File: config.mk
export PLATFORM = sky130hd
export DESIGN_NAME = alu_arbiter
export DESIGN_NICKNAME = d
export VERILOG_FILES = /design/src/rtl/alu_arbiter.sv
export SDC_FILE = /design/constraint.sdc
export NUM_CORES = 1
export LEC_CHECK = 0
export CORE_UTILIZATION = 40
export CTS_CLUSTER_DIAMETER = 120
export CTS_CLUSTER_SIZE = 12
export DETAILED_ROUTE_END_ITERATION = 8
export GPL_TIMING_DRIVEN = 0
export PLACE_DENSITY_LB_ADDON = 0.08
export SYNTH_ARGS = -nofsm -noshare
export SYNTH_HDL_FRONTEND = slang
export SYNTH_SLANG_ARGS = --single-unit
File: constraint.sdc
create_clock -name clk -period 1.8 [get_ports clk]
set_input_delay 0.45 -clock clk [delete_from_list [all_inputs] [get_ports clk]]
set_output_delay 0.45 -clock clk [all_outputs]
set_load 0.02 [all_outputs]
File: src/rtl/alu_arbiter.sv
// alu_arbiter: round-robin arbiter and sequencer that owns the shared ALU's inputs
module alu_arbiter #(
    parameter int N = 4
) (
    input  logic         clk,
    input  logic         rst,
    input  logic         req0,
    input  logic         req1,
    input  logic [N-1:0] a0,
    input  logic [N-1:0] b0,
    input  logic [N-1:0] a1,
    input  logic [N-1:0] b1,
    input  logic [3:0]   op0,
    input  logic [3:0]   op1,
    input  logic         fin0,
    input  logic         fin1,
    output logic         ack0,
    output logic         ack1,
    output logic         done0,
    output logic         done1,
    output logic [N-1:0] result,
    output logic [1:0]   flags,
    output logic         err,
    output logic         busy,
    output logic [N-1:0] alu_a,
    output logic [N-1:0] alu_b,
    output logic [3:0]   alu_ctrl,
    output logic         alu_fin,
    input  logic [N-1:0] alu_res,
    input  logic [1:0]   alu_flags
);
    typedef enum logic [1:0] {IDLE, EXEC, DONE} state_t;
    state_t state, state_nxt;
    logic last, gnt, pick, grant, valid, shift;

    // State register; reset always lands in IDLE, aborting any operation in flight
    always_ff @(posedge clk) begin
        if (rst) state <= IDLE;
        else state <= state_nxt;
    end

    // Grant decision and next state: ties go to the client that was not granted last
    always_comb begin
        pick = (req0 && req1) ? ~last : req1;
        grant = (state == IDLE) && (req0 || req1);
        state_nxt = grant ? EXEC : (state == EXEC) ? DONE : IDLE;
    end

    assign valid = alu_ctrl <= 4'd9;
    assign shift = valid && alu_ctrl[3];

    // Latch the winner's request into the ALU inputs; capture ALU outputs at the end of EXEC
    always_ff @(posedge clk) begin
        if (rst) begin
            last     <= 1'b1;
            gnt      <= 1'b0;
            alu_a    <= '0;
            alu_b    <= '0;
            alu_ctrl <= '0;
            alu_fin  <= 1'b0;
            result   <= '0;
            flags    <= '0;
            err      <= 1'b0;
        end else begin
            if (grant) begin
                gnt      <= pick;
                last     <= pick;
                alu_a    <= pick ? a1 : a0;
                alu_b    <= pick ? b1 : b0;
                alu_ctrl <= pick ? op1 : op0;
                alu_fin  <= pick ? fin1 : fin0;
            end
            if (state == EXEC) begin
                result <= valid ? alu_res : '0;
                flags  <= valid ? {alu_flags[1], shift & alu_flags[0]} : 2'b10;
                err    <= ~valid;
            end
        end
    end

    assign ack0  = (state == EXEC) && !gnt;
    assign ack1  = (state == EXEC) && gnt;
    assign done0 = (state == DONE) && !gnt;
    assign done1 = (state == DONE) && gnt;
    assign busy  = state != IDLE;
endmodule
# Yosys cells after proc, flatten, opt, wreduce, memory -nomap -nowiden
# Index checks and enable logic that the tools add are counted.
word_totals:
  regBits: 24
  inputBits: 36
  output_inout_bits: 25
  word_cells: 38
op_classes:
  n_lt_le_gt_ge: 1
  n_eq_ne: 2
  muxes: 9
  n_bitwise: 3
  reduce_logical: 12
ops:
  columns: ["op", "n"]
  rows:
  - ["two-way mux 4 bit", 4]
  - ["logical AND 1 bit", 7]
  - ["<= comparator 4 bit (second input constant)", 1]
  - ["two-way mux 2 bit", 2]
  - ["two-way mux 1 bit", 3]
  - ["equality test 2 x 1 -> 1 bit (second input constant)", 1]
  - ["equality test 2 bit (second input constant)", 1]
  - ["zero test 2 bit", 1]
  - ["inverter 1 bit", 2]
  - ["nonzero test 2 bit", 1]
  - ["OR reduction 2 bit", 1]
  - ["AND 1 bit", 1]
  - ["zero test 1 bit", 1]
  - ["logical OR 1 bit", 1]

# Longest topological paths before layout
logic_depth:
  word_depth: 4
  mapped_depth: 4
  mapped_depth_nobuf: 3

# Least setup slack after synthesis
# No wires, ideal clock.
synth_path:
  path_type: "reg2out"
  start: "reg state[1]"
  end: "out done0"
  arrival_time_ns: 0.936
  path_slack_ns: 0.414
  stages_incl_launch_ff: 2
  cell_sequence: "dfxtp_1 nor3b_1"
synth_between:
  elab_chain_len: 2
synth_lines:
  columns: ["item", "line_no", "rtl"]
  rows:
  - ["from (decl)", "33", "state_t state, state_nxt;"]
  - ["from (signal assigned)", "39", "else state <= state_nxt;"]
  - ["equality test 2 bit", "83", "assign done0 = (state == DONE) && !gnt;"]
  - ["logical AND 1 bit", "83", null]
  - ["to (decl)", "19", "output logic done0,"]
# No other way between the ends.

# Worst setup path after layout
layout_path:
  start: "reg state[1]"
  end: "out ack0"
layout_between:
  elab_chain_len: 2
layout_lines:
  columns: ["item", "line_no", "rtl"]
  rows:
  - ["equality test 2 x 1 -> 1 bit", "81", "assign ack0 = (state == EXEC) && !gnt;"]
  - ["logical AND 1 bit", "81", null]
  - ["to (decl)", "17", "output logic ack0,"]
# No other way between the ends.

==> flow_metrics.py <==
metrics = {
    "critical_path": {
        "cp_max_fo": 7,
        "r2r_cells": 4,
        "endpoint_kind": "output pin",
        "arrival_ns": 1.30,
        "required_ns": 1.35,
        "critPathKind": "flop to output pin",
        "cp-start-kind": "flop",
    },
    "cts": {
        "clock_sinks": 24,
        "cts_tree": "built",
        "clk_pin_slew_ns": 0.12,
        "cts.path.max_buffers": 2,
        "root_buffer": "clkbuf_4",
        "cts_max_level": 1,
        "numCtsBuffers": 3,
        "clk_latency_ns": 0.31,
    },
    "logic_synthesis": {
        "synth_flop_cell": "dfxtp_1",
        "synth_top_family_by_area": "compound AO/OA/AOI/OAI gates",
        "synth_top_area_share_pct": 43.8,
        "synthMuxAreaShare_pct": 11.9,
        "synth_most_common_cell": "dfxtp_1",
        "ys_top_cells_by_count": "24 x dfxtp_1, 13 x mux2i_1, 10 x o2bb2ai_2",
        "synth_xor_area_share_pct": 0,
        "ys_types": 30,
        "yosys_warnings": 0,
        "synth_nets": 132,
        "yosys_register_bits": 24,
        "async_flop_share_pct": 0,
        "yosys.area_share.adder_pct": 0,
        "synth_area_leaders": "dfxtp_1 44%, o2bb2ai_2 14%, mux2i_1 12%",
        "synth_area_leader_cell": "dfxtp_1",
        "syn_avg_cell_area_um2": 11.4,
        "synth_edf_count": 0,
        "ys_seq_area_share_pct": 43.8,
        "netlist_instances": 96,
        "synth-simple-area-share_pct": 12.8,
        "synthesis.area_um2": 1100,
        "synth_compound_area_share_pct": 25.8,
    },
    "sta": {
        "maxSlewViolCount": 0,
        "rsz0062_at_grt": "true",
        "finalClockSkew_ns": 0.00583,
        "fmax_mhz": 570,
        "min_period_ns": 1.75,
        "final_hold_viol_count": 0,
        "fin_setup_tns_ns": 0,
        "tightestPinTransition_ns": 0.424,
        "setup_viol": 0,
        "period_share_pct": 97.4,
        "hold_slack_ns": 0.465,
        "relSlewSlack_pct": 71.5,
    },
    "drt": {
        "antenna_left": 0,
        "drt_iter0_markers": 7,
        "vias": 959,
        "post_drt_wl_per_cell_um": 14.3,
        "vias_per_cell": 4.94,
        "first_pass_iters": 4,
        "wirelength_mm": 2.77,
        "drc": 0,
    },
    "worst_hold_path": {
        "hold_class": "flop to flop",
        "holdPathStages": 2,
    },
    "floorplan": {
        "coreArea_um2": 2520,
        "initial_core_util_pct": 43.5,
        "rows": 18,
        "die_x_um": 54.3,
        "fp.dieH_um": 54.3,
        "io-pin-count": 61,
        "die_area_um2": 2950,
    },
    "pwr": {
        "power_leakage_uw": 0.000840,
        "p_per_area_nw_per_um2": 717,
        "irDropWorstVdd_mv": 0.659,
    },
    "placed_design": {
        "hpwl_mm": 2.06,
        "port-buffer-count": 60,
        "dpl_cell_area_um2": 1730,
        "gp_congestion": 0.695,
        "place_inst": 186,
    },
    "global_route": {
        "grt_max_degree": 14,
        "grt_use_total_pct": 20.3,
        "antenna_found_initial": 0,
        "grt_pass1_wl_mm": 4.13,
        "grt_pass1_vias": 943,
        "grt_overflow": 0,
    },
    "final_layout": {
        "final_cells": 194,
        "finalInstanceArea_um2": 1820,
        "areaGrowthSynthToFinish_pct": 65.8,
        "final_nets": 201,
        "layout-drive-gt1-share_pct": 21.3,
        "utilization_pct": 72.0,
        "antenna-diode-count": 0,
        "n_fill_cell": 212,
    },
    "status": {
        "status": "complete, no violations",
    },
    "flow_run": {
        "drv_cap": 0,
    },
}
cell families (layout without fill, tap and decap cells):
logic type	Yosys count	count (layout)
AOI/OAI and AO/OA	25	25
buffers and inverters	8	76
DFF	24	24
muxes	13	13
and+or+nand+nor	26	26
critical path: stages (launching register included):
cell,delay (ns)
dfxtp_2,0.37
nand2b_2,0.25
nor2_1,0.11
clkdlybuf4s15_2,0.26
repair_timing:
action | CTS | global route
setup buffers | 0 | 4
endpoints found under the setup margin | 8 | 11
resized for setup | 17 | 8
endpoints found under the hold margin | 0 | 0
hold buffers | 0 | 0
final timing paths:
kind / from / slack (ns) / to
hold reg to reg: result[0] / 0.46 / result[0]
setup reg to reg: last / 0.51 / alu_ctrl[2]
setup / recovery: state[1] / 0.05 / ack0
hold / removal: result[0] / 0.46 / result[0]
state kept, by name (all words and copies together), names as in the netlist, 2 cells and up:
| name | count |
|---|---|
| alu_a | 4 |
| alu_b | 4 |
| alu_ctrl | 4 |
| flags | 2 |
| result | 4 |
| state | 2 |
through the flow:
step / worst slack [ns] / power (µW)
global route: -0.0393 / 1370
finish: 0.0461 / 1300
CTS: 0.00670 / 1310
global placement: -0.116 / 1020
detailed placement: -0.156 / 1030
floorplan: 0.414 / 832
where the power goes:
group | internal [µW] | switching [µW] | total [µW] | leakage (µW)
Sequential | 579 | 39.2 | 618 | 0.000199
Combinational | 220 | 182 | 402 | 0.000621
Clock | 124 | 159 | 283 | 0.0000210
Total | 922 | 380 | 1300 | 0.000840
layer usage:
| layer | wire length [µm] | global-route usage, % | vias to the layer above |
|---|---|---|---|
| met2 | 1410 | 36.0 | 34 |
| li1 | - | - | 485 |
| met3 | 192 | 5.56 | 4 |
| met5 | 0 | 0 | - |
| met4 | 43 | 8.97 | 0 |
| met1 | 1120 | 22.3 | 436 |
cells in the final DEF (no fill, tap or decap), types with 2 or more instances in the layout:
| cell | synthesis | final |
|---|---|---|
| clkdlybuf4s50_1 | 0 | 44 |
| dfxtp_1 | 24 | 22 |
| mux2i_1 | 13 | 13 |
| o2bb2ai_2 | 10 | 10 |
| dlymetal6s2s_1 | 0 | 8 |
| buf_4 | 2 | 6 |
| nand2_1 | 6 | 6 |
| dlygate4sd2_1 | 0 | 6 |
| nor2_1 | 5 | 5 |
| a21oi_1 | 5 | 5 |
| nand3_1 | 4 | 4 |
| inv_1 | 3 | 3 |
| o2bb2ai_1 | 3 | 3 |
| clkbuf_4 | 0 | 3 |
| nor2b_1 | 2 | 2 |
| buf_2 | 1 | 2 |
layout make-up:
type	instances	area [µm²]	area share, %
repair buffers	64	639	35.2
plain buffers	5	51.3	2.82
flip-flops and latches	24	485	26.7
multi-input cells	64	556	30.6
clock buffers	4	36.3	2.00
well taps	30	37.5	2.07
inverters	3	11.3	0.620
Power figures use the tool's default switching activity.
